[src/rtl/writeback_unit.sv]
// writeback_unit: final pipeline stage driving the register-file write port, with load extraction and retire counting
module writeback_unit #(
    parameter int LOAD_TIMEOUT = 16
) (
    input  logic        clk,
    input  logic        rst,
    input  logic        in_valid,
    output logic        in_ready,
    input  logic        in_wr_en,
    input  logic        in_is_load,
    input  logic [4:0]  in_rd,
    input  logic [2:0]  in_funct3,
    input  logic [31:0] in_alu_result,
    input  logic        mem_rdata_valid,
    input  logic [31:0] mem_rdata,
    output logic        wr_en,
    output logic [31:0] rd,
    output logic [31:0] result,
    output logic        load_err,
    output logic [31:0] retire_count
);
    localparam logic IDLE      = 1'b0;
    localparam logic WAIT_LOAD = 1'b1;

    logic        state_q, state_d;
    logic [7:0]  cnt_q, cnt_d;
    logic [4:0]  ld_rd_q, ld_rd_d;
    logic [2:0]  f3_q, f3_d;
    logic [1:0]  off_q, off_d;
    logic        wr_en_q, wr_en_d;
    logic [4:0]  rd_q, rd_d;
    logic [31:0] result_q, result_d;
    logic        err_q, err_d;
    logic [31:0] retire_q, retire_d;
    logic [7:0]  byte_v;
    logic [15:0] half_v;
    logic [31:0] ext_v;
    logic        bad_v;

    assign in_ready     = (state_q == IDLE);
    assign wr_en        = wr_en_q;
    assign rd           = {27'b0, rd_q};
    assign result       = result_q;
    assign load_err     = err_q;
    assign retire_count = retire_q;

    // Pick the addressed byte/half of the returned word, extend it, and flag misaligned or illegal loads
    always_comb begin
        byte_v = mem_rdata[{off_q, 3'b000} +: 8];
        half_v = off_q[1] ? mem_rdata[31:16] : mem_rdata[15:0];
        ext_v  = (f3_q == 3'b000) ? {{24{byte_v[7]}}, byte_v} :
                 (f3_q == 3'b100) ? {24'b0, byte_v} :
                 (f3_q == 3'b001) ? {{16{half_v[15]}}, half_v} :
                 (f3_q == 3'b101) ? {16'b0, half_v} : mem_rdata;
        bad_v  = (f3_q == 3'b011) || (f3_q[2:1] == 2'b11) ||
                 ((f3_q[1:0] == 2'b01) && off_q[0]) ||
                 ((f3_q == 3'b010) && (off_q != 2'b00));
    end

    // Next-state: accept in IDLE, wait for load data or time out in WAIT_LOAD
    always_comb begin
        state_d  = state_q;
        cnt_d    = cnt_q;
        ld_rd_d  = ld_rd_q;
        f3_d     = f3_q;
        off_d    = off_q;
        wr_en_d  = 1'b0;
        rd_d     = rd_q;
        result_d = result_q;
        err_d    = 1'b0;
        retire_d = retire_q;
        if (state_q == IDLE) begin
            if (in_valid && in_is_load) begin
                ld_rd_d = in_rd;
                f3_d    = in_funct3;
                off_d   = in_alu_result[1:0];
                cnt_d   = 8'd0;
                state_d = WAIT_LOAD;
            end else if (in_valid) begin
                wr_en_d  = in_wr_en && (in_rd != 5'd0);
                rd_d     = in_rd;
                result_d = in_alu_result;
                retire_d = retire_q + 32'd1;
            end
        end else if (mem_rdata_valid) begin
            state_d = IDLE;
            if (bad_v) begin
                err_d = 1'b1;
            end else begin
                wr_en_d  = (ld_rd_q != 5'd0);
                rd_d     = ld_rd_q;
                result_d = ext_v;
                retire_d = retire_q + 32'd1;
            end
        end else if (cnt_q == 8'(LOAD_TIMEOUT - 1)) begin
            err_d   = 1'b1;
            state_d = IDLE;
        end else begin
            cnt_d = cnt_q + 8'd1;
        end
    end

    // State and output registers with synchronous reset
    always_ff @(posedge clk) begin
        if (rst) begin
            state_q  <= IDLE;
            cnt_q    <= 8'd0;
            ld_rd_q  <= 5'd0;
            f3_q     <= 3'd0;
            off_q    <= 2'd0;
            wr_en_q  <= 1'b0;
            rd_q     <= 5'd0;
            result_q <= 32'd0;
            err_q    <= 1'b0;
            retire_q <= 32'd0;
        end else begin
            state_q  <= state_d;
            cnt_q    <= cnt_d;
            ld_rd_q  <= ld_rd_d;
            f3_q     <= f3_d;
            off_q    <= off_d;
            wr_en_q  <= wr_en_d;
            rd_q     <= rd_d;
            result_q <= result_d;
            err_q    <= err_d;
            retire_q <= retire_d;
        end
    end
endmodule

[config.mk]
export PLATFORM = sky130hd
export DESIGN_NAME = writeback_unit
export DESIGN_NICKNAME = d
export VERILOG_FILES = /design/src/rtl/writeback_unit.sv
export SDC_FILE = /design/constraint.sdc
export NUM_CORES = 1
export LEC_CHECK = 0
export ABC_AREA = 1
export CAP_MARGIN = 20
export CORE_UTILIZATION = 43
export DETAILED_ROUTE_END_ITERATION = 16
export PLACE_DENSITY = 0.8
export SLEW_MARGIN = 30
export SYNTH_ARGS = -nofsm -noshare
export SYNTH_HDL_FRONTEND = slang
export SYNTH_SLANG_ARGS = --single-unit
export TNS_END_PERCENT = 5
[constraint.sdc]
create_clock -name clk -period 1.45 [get_ports clk]
set_input_delay 0.2175 -clock clk [delete_from_list [all_inputs] [get_ports clk]]
set_output_delay 0.2175 -clock clk [all_outputs]
set_load 0.03 [all_outputs]
Word level (Yosys, flattened, before mapping)
Cells that the tools add are included.
W data, S select, Z words.

word-level totals
  output and inout port bits = 99
  input bits = 78
  flip-flop bits (word level) = 90
  word-level logic and storage cells = 80

cells by class
  reductions and logical operators = 17
  add/subtract/negate cells = 2
  bitwise gates (word level) = 1
  shift operators = 1
  equal/unequal tests = 13
  muxes and demuxes = 36

operator list
  kind                     count
  $mux W32                 14
  $add A32 B1 Y32 const B  1
  $mux W8                  4
  $shiftx A32 B6 Y8        1
  $mux W5                  5
  $mux W16                 1
  $mux W1                  12
  $ne A2 B2 Y1 const B     5
  $reduce_bool A5 Y1       2
  $add A8 B1 Y8 const B    1
  $eq A8 B4 Y1 const B     1
  $eq A3 B2 Y1 const B     2
  $eq A3 B3 Y1 const B     2
  $reduce_bool A2 Y1       3
  $logic_and A1 B1 Y1      4
  $reduce_and A4 Y1        1
  $eq A3 B1 Y1 const B     1
  $logic_not A3 Y1         1
  $logic_or A1 B1 Y1       3
  $reduce_and A3 Y1        1
  $eq A2 B1 Y1 const B     1
  $eq A2 B2 Y1 const B     1
  $reduce_and A2 Y1        1
  $reduce_or A2 Y1         1
  $not A1 Y1               1

Depth between registers and ports, before layout
Gate-level depths: netlist of run 1.

  depth in word-level cells = 8
  depth in mapped cells = 10
  depth with buffers taken out = 10

Least setup slack after synthesis of run 1
No wires, ideal clock.

  path kind = register to register
  from = reg retire_q[0], in the netlist retire_count[0]
  to = reg retire_q[16], in the netlist retire_count[16]
  setup slack = -0.256 ns
  period minus slack after synthesis = 1.706 ns
  library setup time = 0.070 ns
  buffers on the path = 0
  arrival time = 1.635 ns
  data required time = 1.380 ns
  cell stages (with the launch flop) = 9
  cells stage by stage = dfxtp_1 -> ha_1 -> inv_1 -> nor2_1 -> nand2_1 -> nor2_1 -> xor2_1 -> nand2_1 -> a21oi_1

on the way
  longest elaborated chain between the ends = 4
  elaborated cells on any way between the ends = 6
  those cells by class = 1 x add/sub; 5 x mux

ends and longest elaborated chain
  element                      line    source
  start: declaration           34      logic [31:0] retire_q, retire_d;
  start signal: assignment     126     retire_q <= retire_d;
  $add A32 B1 Y32 *            83, 93
  $mux W32 (on tied branches)  79, 87
  $mux W32 (on tied branches)  73, 85
  $mux W32 *                   72      if (state_q == IDLE) begin

Mark *: on every way between the ends. The rest lies on a longest branch, timed or not. The select of a mux whose other input is x is not followed.
A chain may end at the register's enable or synchronous reset.

Worst setup path in the final report of run 1
  from = reg f3_q[0]
  to = reg result_q[16], in the netlist result[16]

on the way
  longest elaborated chain between the ends = 8
  elaborated cells on any way between the ends = 21
  those cells by class = 7 x eq/ne; 7 x mux; 7 x reduce/logical

ends and longest elaborated chain
  element                   line  source
  start: declaration        28    logic [2:0] f3_q, f3_d;
  start signal: assignment  109   f3_q <= 3'd0;
  start signal: assignment  120   f3_q <= f3_d;
  $eq A3 B3 Y1              54    (f3_q == 3'b101) ? {16'b0, half_v} : mem_rdata;
  $mux W32                  54
  $mux W32                  53    (f3_q == 3'b001) ? {{16{half_v[15]}}, half_v} :
  $mux W32                  52    (f3_q == 3'b100) ? {24'b0, byte_v} :
  $mux W32                  51    ext_v = (f3_q == 3'b000) ? {{24{byte_v[7]}}, byte_v} :
  $mux W32                  87    if (bad_v) begin
  $mux W32                  85    end else if (mem_rdata_valid) begin
  $mux W32                  72
  end signal: assignment    124   result_q <= result_d;
  end: declaration          32    logic [31:0] result_q, result_d;

Several ways; a longest one is shown, not always the timed one. The select of a mux whose other input is x is not followed.

==> run_results.csv, run 1 <==
group,metric,value,unit
sta,finalSetupTns,-3.75,ps
clocking,cts_root_buf,"clkbuf_16",
critical_path,path_common_cell,"nand2_2",
critical_path,max_stage_delay,350,ps
synth,synth_top_area_share,31.4,%
floorplan,chipHeight,117,um
grt,track_usage,26.0,%
grt,grt_pass1_vias,6036,
floorplan,fp-row-count,41,
sta,period_share,100,%
clocking,numCtsBuffers,9,
synth,synth_xor_area_share,2.14,%
floorplan,core,0.0128,mm2
synth,synth_cell_types,34,
route,initialDrtViolationCount,720,
finish,regArea,0.00184,mm2
critical_path,cp_max_fo,28,
placement,place_congestion,1.02,
synth,synth_compound_area_share,17.2,%
run_status,run_status,"finished with violations",
sta,slew_viol_final,0,
power_and_ir_drop,p_sw_share,30.6,%
clocking,cts.sinks,90,
route,first_pass_iters,5,
placement,place_inst,1290,
synth,synth_common_cells,"nand2_1 (260), nand3_1 (97), dfxtp_1 (90), nor2_1 (90), a21oi_1 (87)",
grt,grt_start_max_net_pins,37,
finish,fillCellCount,1147,
route,wl,18.3,mm
critical_path,r2r_cells,9,
synth,yosys_register_bits,90,
sta,period_minus_slack,1450,ps
critical_path,startpoint_type,"register",
route,drc,0,
critical_path,r2r_end,"result[16]",
power_and_ir_drop,pwr-share-comb,24.7,%
synth,yosysMostFrequentCell,"nand2_1",
floorplan,dieArea,0.0138,mm2
clocking,insertion_delay,350,ps
power_and_ir_drop,netSwitchingPower,0.00211,W
power_and_ir_drop,powerDensity,831,mW/mm2
sta,hold_violations,0,
finish,n_antenna_cell,0,
synth,async_reset_ff_share,0,%
finish,drive_gt1_share,18.7,%
synth,synthCells,936,
clocking,clk_path_buf_depth,2,
synth,syn_area,0.00573,mm2
synth,synth-simple-area-share,35.7,%
floorplan,start_util,44.7,%
sta,fin_skew,6.95,ps
route,vias,6773,
critical_path,endpoint_kind,"register",
sta,rsz0062_at_grt,"true",
finish,fin_cells,1307,
critical_path,worstPathRequired,1680,ps
placement,hpwl,13.5,mm
route,antenna_left,0,
grt,antenna_found_initial,0,
finish,syn_to_final_growth,45.2,%
power_and_ir_drop,p_int,0.00480,W
clocking,path_clk_slew,70,ps
critical_path,worstSetupEndpoint,"result[16]",
grt,grt_pass1_wl,29.4,mm
synth,synthAdderAreaFrac,0.436,%
power_and_ir_drop,worst_ir_drop_vdd,0.000468,V
job,cap_violations,0,
synth,synth_edf_count,0,
critical_path,timing.rr.start,"f3_q[0]",
synth,synth_top_family_by_area,"simple AND/OR/NAND/NOR gates",
worst_hold_path,hold_path.class,"input pin to register",
floorplan,io_pins,177,
synth,ys_seq_area_share,31.4,%
sta,whs,496,ps
synth,avgSynthCellArea,6.12,um2
synth,ys_top_cells_by_area,"dfxtp_1 (31%), nand2_1 (17%), nand3_1 (8.5%)",
critical_path,rrSetupSlack,-4,ps
critical_path,path_cells,"inv_4 > o21ai_4 > nand2_2 > nand2_2 > nand2_2 > buf_12 > buf_12 > o21ai_1 > a21oi_1",
synth,yosys.area.top_type,"dfxtp_1",
power_and_ir_drop,p_leak,3.68,nW
power_and_ir_drop,clkPwrFrac,36.6,%
critical_path,crit_arrival,1680,ps
synth,yosysWarningCount,0,
grt,grt.overflow.total,0,
run_status,violations,"negative setup slack",
sta,setup_violations,1,
floorplan,die_x,117,um
critical_path,slowest_stage,"dfxtp_2",
placement,port_buffers,149,
critical_path,cp-startpoint,"f3_q[0]",
finish,fin_nets,1210,
synth,muxShareOfSynthArea,0,%
power_and_ir_drop,p_seq_share,38.7,%
finish,multiInputGateArea,0.00349,mm2
clocking,cts_tree,"built",
clocking,htreeDepth,3,
route,post_drt_wl_per_cell,14.0,um
critical_path,crit_type,"register to register",
sta,timing.final.ws_setup,-3.75,ps
route,via_per_inst,5.18,
synth,synth_flop_cell,"dfxtp_1",
sta,max_freq,0.688,GHz
[cells in the final DEF (no fill, tap or decap), types with 5 or more instances in the layout]
| master | count |
|---|---|
| buf_12 | 8 |
| clkbuf_16 | 9 |
| o21ai_2 | 22 |
| dfxtp_1 | 65 |
| conb_1 | 27 |
| nand2_1 | 255 |
| nand2_2 | 9 |
| dfxtp_2 | 22 |
| nor2_1 | 70 |
| o22ai_1 | 5 |
| buf_4 | 71 |
| o21ai_0 | 45 |
| o211ai_1 | 7 |
| or2_2 | 19 |
| a21oi_1 | 86 |
| xor2_1 | 12 |
| dlygate4sd2_1 | 66 |
| nor2_4 | 6 |
| nand3_1 | 95 |
| nor2_2 | 16 |
| inv_1 | 74 |
| o21ai_1 | 16 |
| clkdlybuf4s50_1 | 77 |
[worst max-delay path: cells and delay by family (launching register included)]
kind	cells	cell delay [ps]
flip-flops	1	350
buffers and inverters	3	370
AO/OA/AOI/OAI	3	360
AND/OR/NAND/NOR	3	230
[timing repair]
item	CTS	global route
resized for setup	113	88
buffers inserted	0	1
hold buffers	0	0
pin swaps	0	7
endpoints found under the setup margin	122	77
[per-stage QoR]
| step | power [W] | utilization, % | area (um2) | worst slack [ps] |
|---|---|---|---|---|
| final | 0.00691 | 64.9 | 8320 | -3.75 |
| after floorplan | 0.00372 | - | 5850 | -7.62 |
| after global routing | 0.00719 | 64.9 | 8320 | -79.9 |
| after detailed placement | 0.00439 | 61.0 | 7830 | -218 |
| after global placement | 0.00438 | 61.0 | 7830 | -194 |
| after CTS | 0.00685 | 63.1 | 8090 | -48.8 |
[how the worst min path moves through the flow]
stage                 end  cells past startpoint  slack [ps]               from
2_1_floorplan    load_err                      1         310    mem_rdata_valid
3_3_place_gp   ld_rd_q[2]                      2         480         ld_rd_q[2]
3_5_place_dp   ld_rd_q[3]                      2         480         ld_rd_q[3]
4_1_cts        result[13]                      3         480  in_alu_result[13]
5_1_grt        result[11]                      3         500  in_alu_result[11]
6_report       result[14]                      3         500  in_alu_result[14]
[sequential cells by signal, indices dropped and copies added, names as in the netlist, 2 cells and up]
| signal | cells |
|---|---|
| f3_q | 3 |
| retire_count | 32 |
| result | 32 |
| cnt_q | 8 |
| off_q | 2 |
| ld_rd_q | 5 |
| rd_q | 5 |
[power by group through the flow]
stage	combinational (W)	clock, W	sequential, W
6_report	0.00171	0.00253	0.00268
3_5_place_dp	0.00168	0	0.00272
2_1_floorplan	0.000814	0	0.00290
3_3_place_gp	0.00166	0	0.00272
4_1_cts	0.00163	0.00256	0.00266
5_1_grt	0.00183	0.00267	0.00269
[cells by family after synthesis]
kind of cell / Yosys count
adder cells (fa/ha/maj): 2
buffers and inverters: 155
XOR/XNOR: 14
AND/OR/NAND/NOR: 485
other: 1
AO/OA/AOI/OAI: 189
flip-flops: 90
[final cells by class]
class / count / share of cell area (%)
Inverter: 80 / 3.67
Clock buffer: 9 / 2.71
Sequential cell: 90 / 22.1
Timing Repair Buffer: 232 / 25.8
Clock inverter: 7 / 1.11
Tap cell: 172 / 2.59
Multi-Input combinational cell: 717 / 42.0
[routing by layer]
layer  track usage (%)  up-vias  share of wire [%]
met2              41.4      273                 47
met1              35.7     3096                 45
met4              10.6        0                2.7
met3              2.96       41                5.9
li1                  -     3363                  -
met5                 0        -                  0
(Power assumes the default switching activity.)
==> inputs of run 2 (changes only) <==
Settings changed: TNS_END_PERCENT 5 to not set.
==> run 2 against run 1 <==
  * The run still ends with negative setup slack left
  * Wire length rose by 4.5%
  * Utilization rose by 1.5 points
  * Critical path depth rose by 1
  * Clock skew fell by 1.9 ps
  * Sequential share of layout area fell by 0.26 points
  * Largest power group unchanged
  * Power fell by 1.1%
  * Cell area rose by 2.3%
  * Sequential power barely moved
  * Global-route usage barely moved
==> run_results.csv, run 2 (synthesized netlist as in run 1, its figures left out) <==
group,metric,value,unit
grt,grt_start_max_net_pins,37,
clocking,htreeDepth,3,
worst_hold_path,min_from,"cnt_q[0]",
critical_path,crit_type,"register to register",
finish,drive_gt1_share,20.7,%
sta,rsz0062_at_grt,"true",
floorplan,core,0.0128,mm2
grt,grt_pass1_vias,6030,
placement,hpwl,13.5,mm
sta,setup_violations,6,
power_and_ir_drop,p_leak,3.79,nW
route,initialDrtViolationCount,614,
power_and_ir_drop,powerDensity,803,mW/mm2
finish,fin_nets,1225,
run_status,run_status,"finished with violations",
finish,syn_to_final_growth,48.5,%
finish,fillCellCount,1140,
sta,period_minus_slack,1490,ps
worst_hold_path,hold_end,"cnt_q[0]",
sta,hold_violations,0,
job,cap_violations,0,
clocking,clk_path_buf_depth,2,
critical_path,r2r_cells,10,
clocking,cts_root_buf,"clkbuf_16",
route,drc,0,
finish,layout_commonest_cell,"nand2_1",
grt,antenna_found_initial,0,
placement,place_congestion,1.01,
finish,n_antenna_cell,0,
route,wl,19.2,mm
placement,place_area,0.00782,mm2
sta,timing.final.ws_setup,-42.3,ps
grt,grt_pass1_wl,29.4,mm
placement,port_buffers,149,
grt,track_usage,26.0,%
clocking,numCtsBuffers,9,
placement,place_ws,-188,ps
critical_path,crit_arrival,1730,ps
critical_path,r2r_end,"result[14]",
finish,utilization,66.4,%
sta,finalSetupTns,-101,ps
critical_path,startpoint_type,"register",
floorplan,chipHeight,117,um
worst_hold_path,hold_path.class,"register to register",
route,first_pass_iters,6,
sta,whs,456,ps
critical_path,endpoint_kind,"register",
critical_path,cp_max_fo,5,
finish,final_cell_mix,"nand2_1 (244), nand3_1 (88), a21oi_1 (82)",
run_status,violations,"negative setup slack",
clocking,cts_tree,"built",
sta,period_share,103,%
floorplan,fp-row-count,41,
sta,fin_skew,5.05,ps
clocking,cts.sinks,90,
route,vias,6940,
route,antenna_left,0,
clocking,insertion_delay,350,ps
sta,slew_viol_final,0,
floorplan,die_x,117,um
critical_path,rrSetupSlack,-40,ps
floorplan,dieArea,0.0138,mm2
route,via_per_inst,5.25,
critical_path,timing.rr.start,"off_q[0]",
sta,max_freq,0.670,GHz
floorplan,start_util,44.7,%
power_and_ir_drop,worst_ir_drop_vdd,0.000514,V
critical_path,worstPathRequired,1690,ps
grt,grt.overflow.total,0,
route,post_drt_wl_per_cell,14.5,um
clocking,path_clk_slew,60,ps
worst_hold_path,hold_depth,1,
floorplan,io_pins,177,
finish,design_area,0.00851,mm2
[run 2: metrics by stage]
step	power (W)	std cells
2_1_floorplan	0.00372	962
3_3_place_gp	0.00438	1289
3_5_place_dp	0.00439	1289
4_1_cts	0.00667	1305
5_1_grt	0.00714	1321
6_report	0.00684	1321
[run 2: worst max-delay path by stage]
stage	startpoint	end	cells past startpoint
final	off_q[0]	result[14]	10
after CTS	retire_count[25]	retire_count[25]	1
after global placement	in_valid	f3_q[0]	7
after global routing	f3_q[0]	result[30]	9
after floorplan	retire_count[10]	retire_count[30]	9
after detailed placement	in_valid	f3_q[2]	7
[run 2: layout make-up]
cell class | count | area (um2) | area share, %
Clock inverter | 4 | 52.6 | 0.617
Clock buffer | 11 | 243 | 2.85
Sequential cell | 90 | 1860 | 21.9
Timing Repair Buffer | 246 | 2300 | 27.1
Multi-Input combinational cell | 718 | 3530 | 41.5
Tap cell | 172 | 215 | 2.53
Inverter | 80 | 305 | 3.59
[run 2: routing by layer]
layer  GRT usage [%]  share of wire [%]
met1            35.2                 43
met2            40.5                 46
met4            12.1                3.5
met5               0                  0
met3            4.17                7.8
[run 2: worst max-delay path: stages, from the launching register on]
cell and delay (ps):
dfxtp_2 330, inv_2 100, buf_4 150, nand2_1 50
nand3_1 90, nand2_2 80, nand2_4 130, clkbuf_16 160
nand3_1 90, o21ai_1 110, a21oi_1 80
[run 2: repair_timing]
item                                    4_1_cts  5_1_grt
endpoints found under the setup margin      119       81
cloned                                        0        4
pin swaps                                     1       21
hold buffers                                  0        0
resized for setup                            90      119
setup buffers                                 1       12
[run 2: power by group]
group          internal [W]  switching, W  total [W]  leakage, nW
registers           0.00258     0.0000804    0.00266        0.751
logic              0.000759       0.00106    0.00182         2.90
clock network       0.00138      0.000985    0.00236        0.146
total               0.00472       0.00212    0.00684         3.79
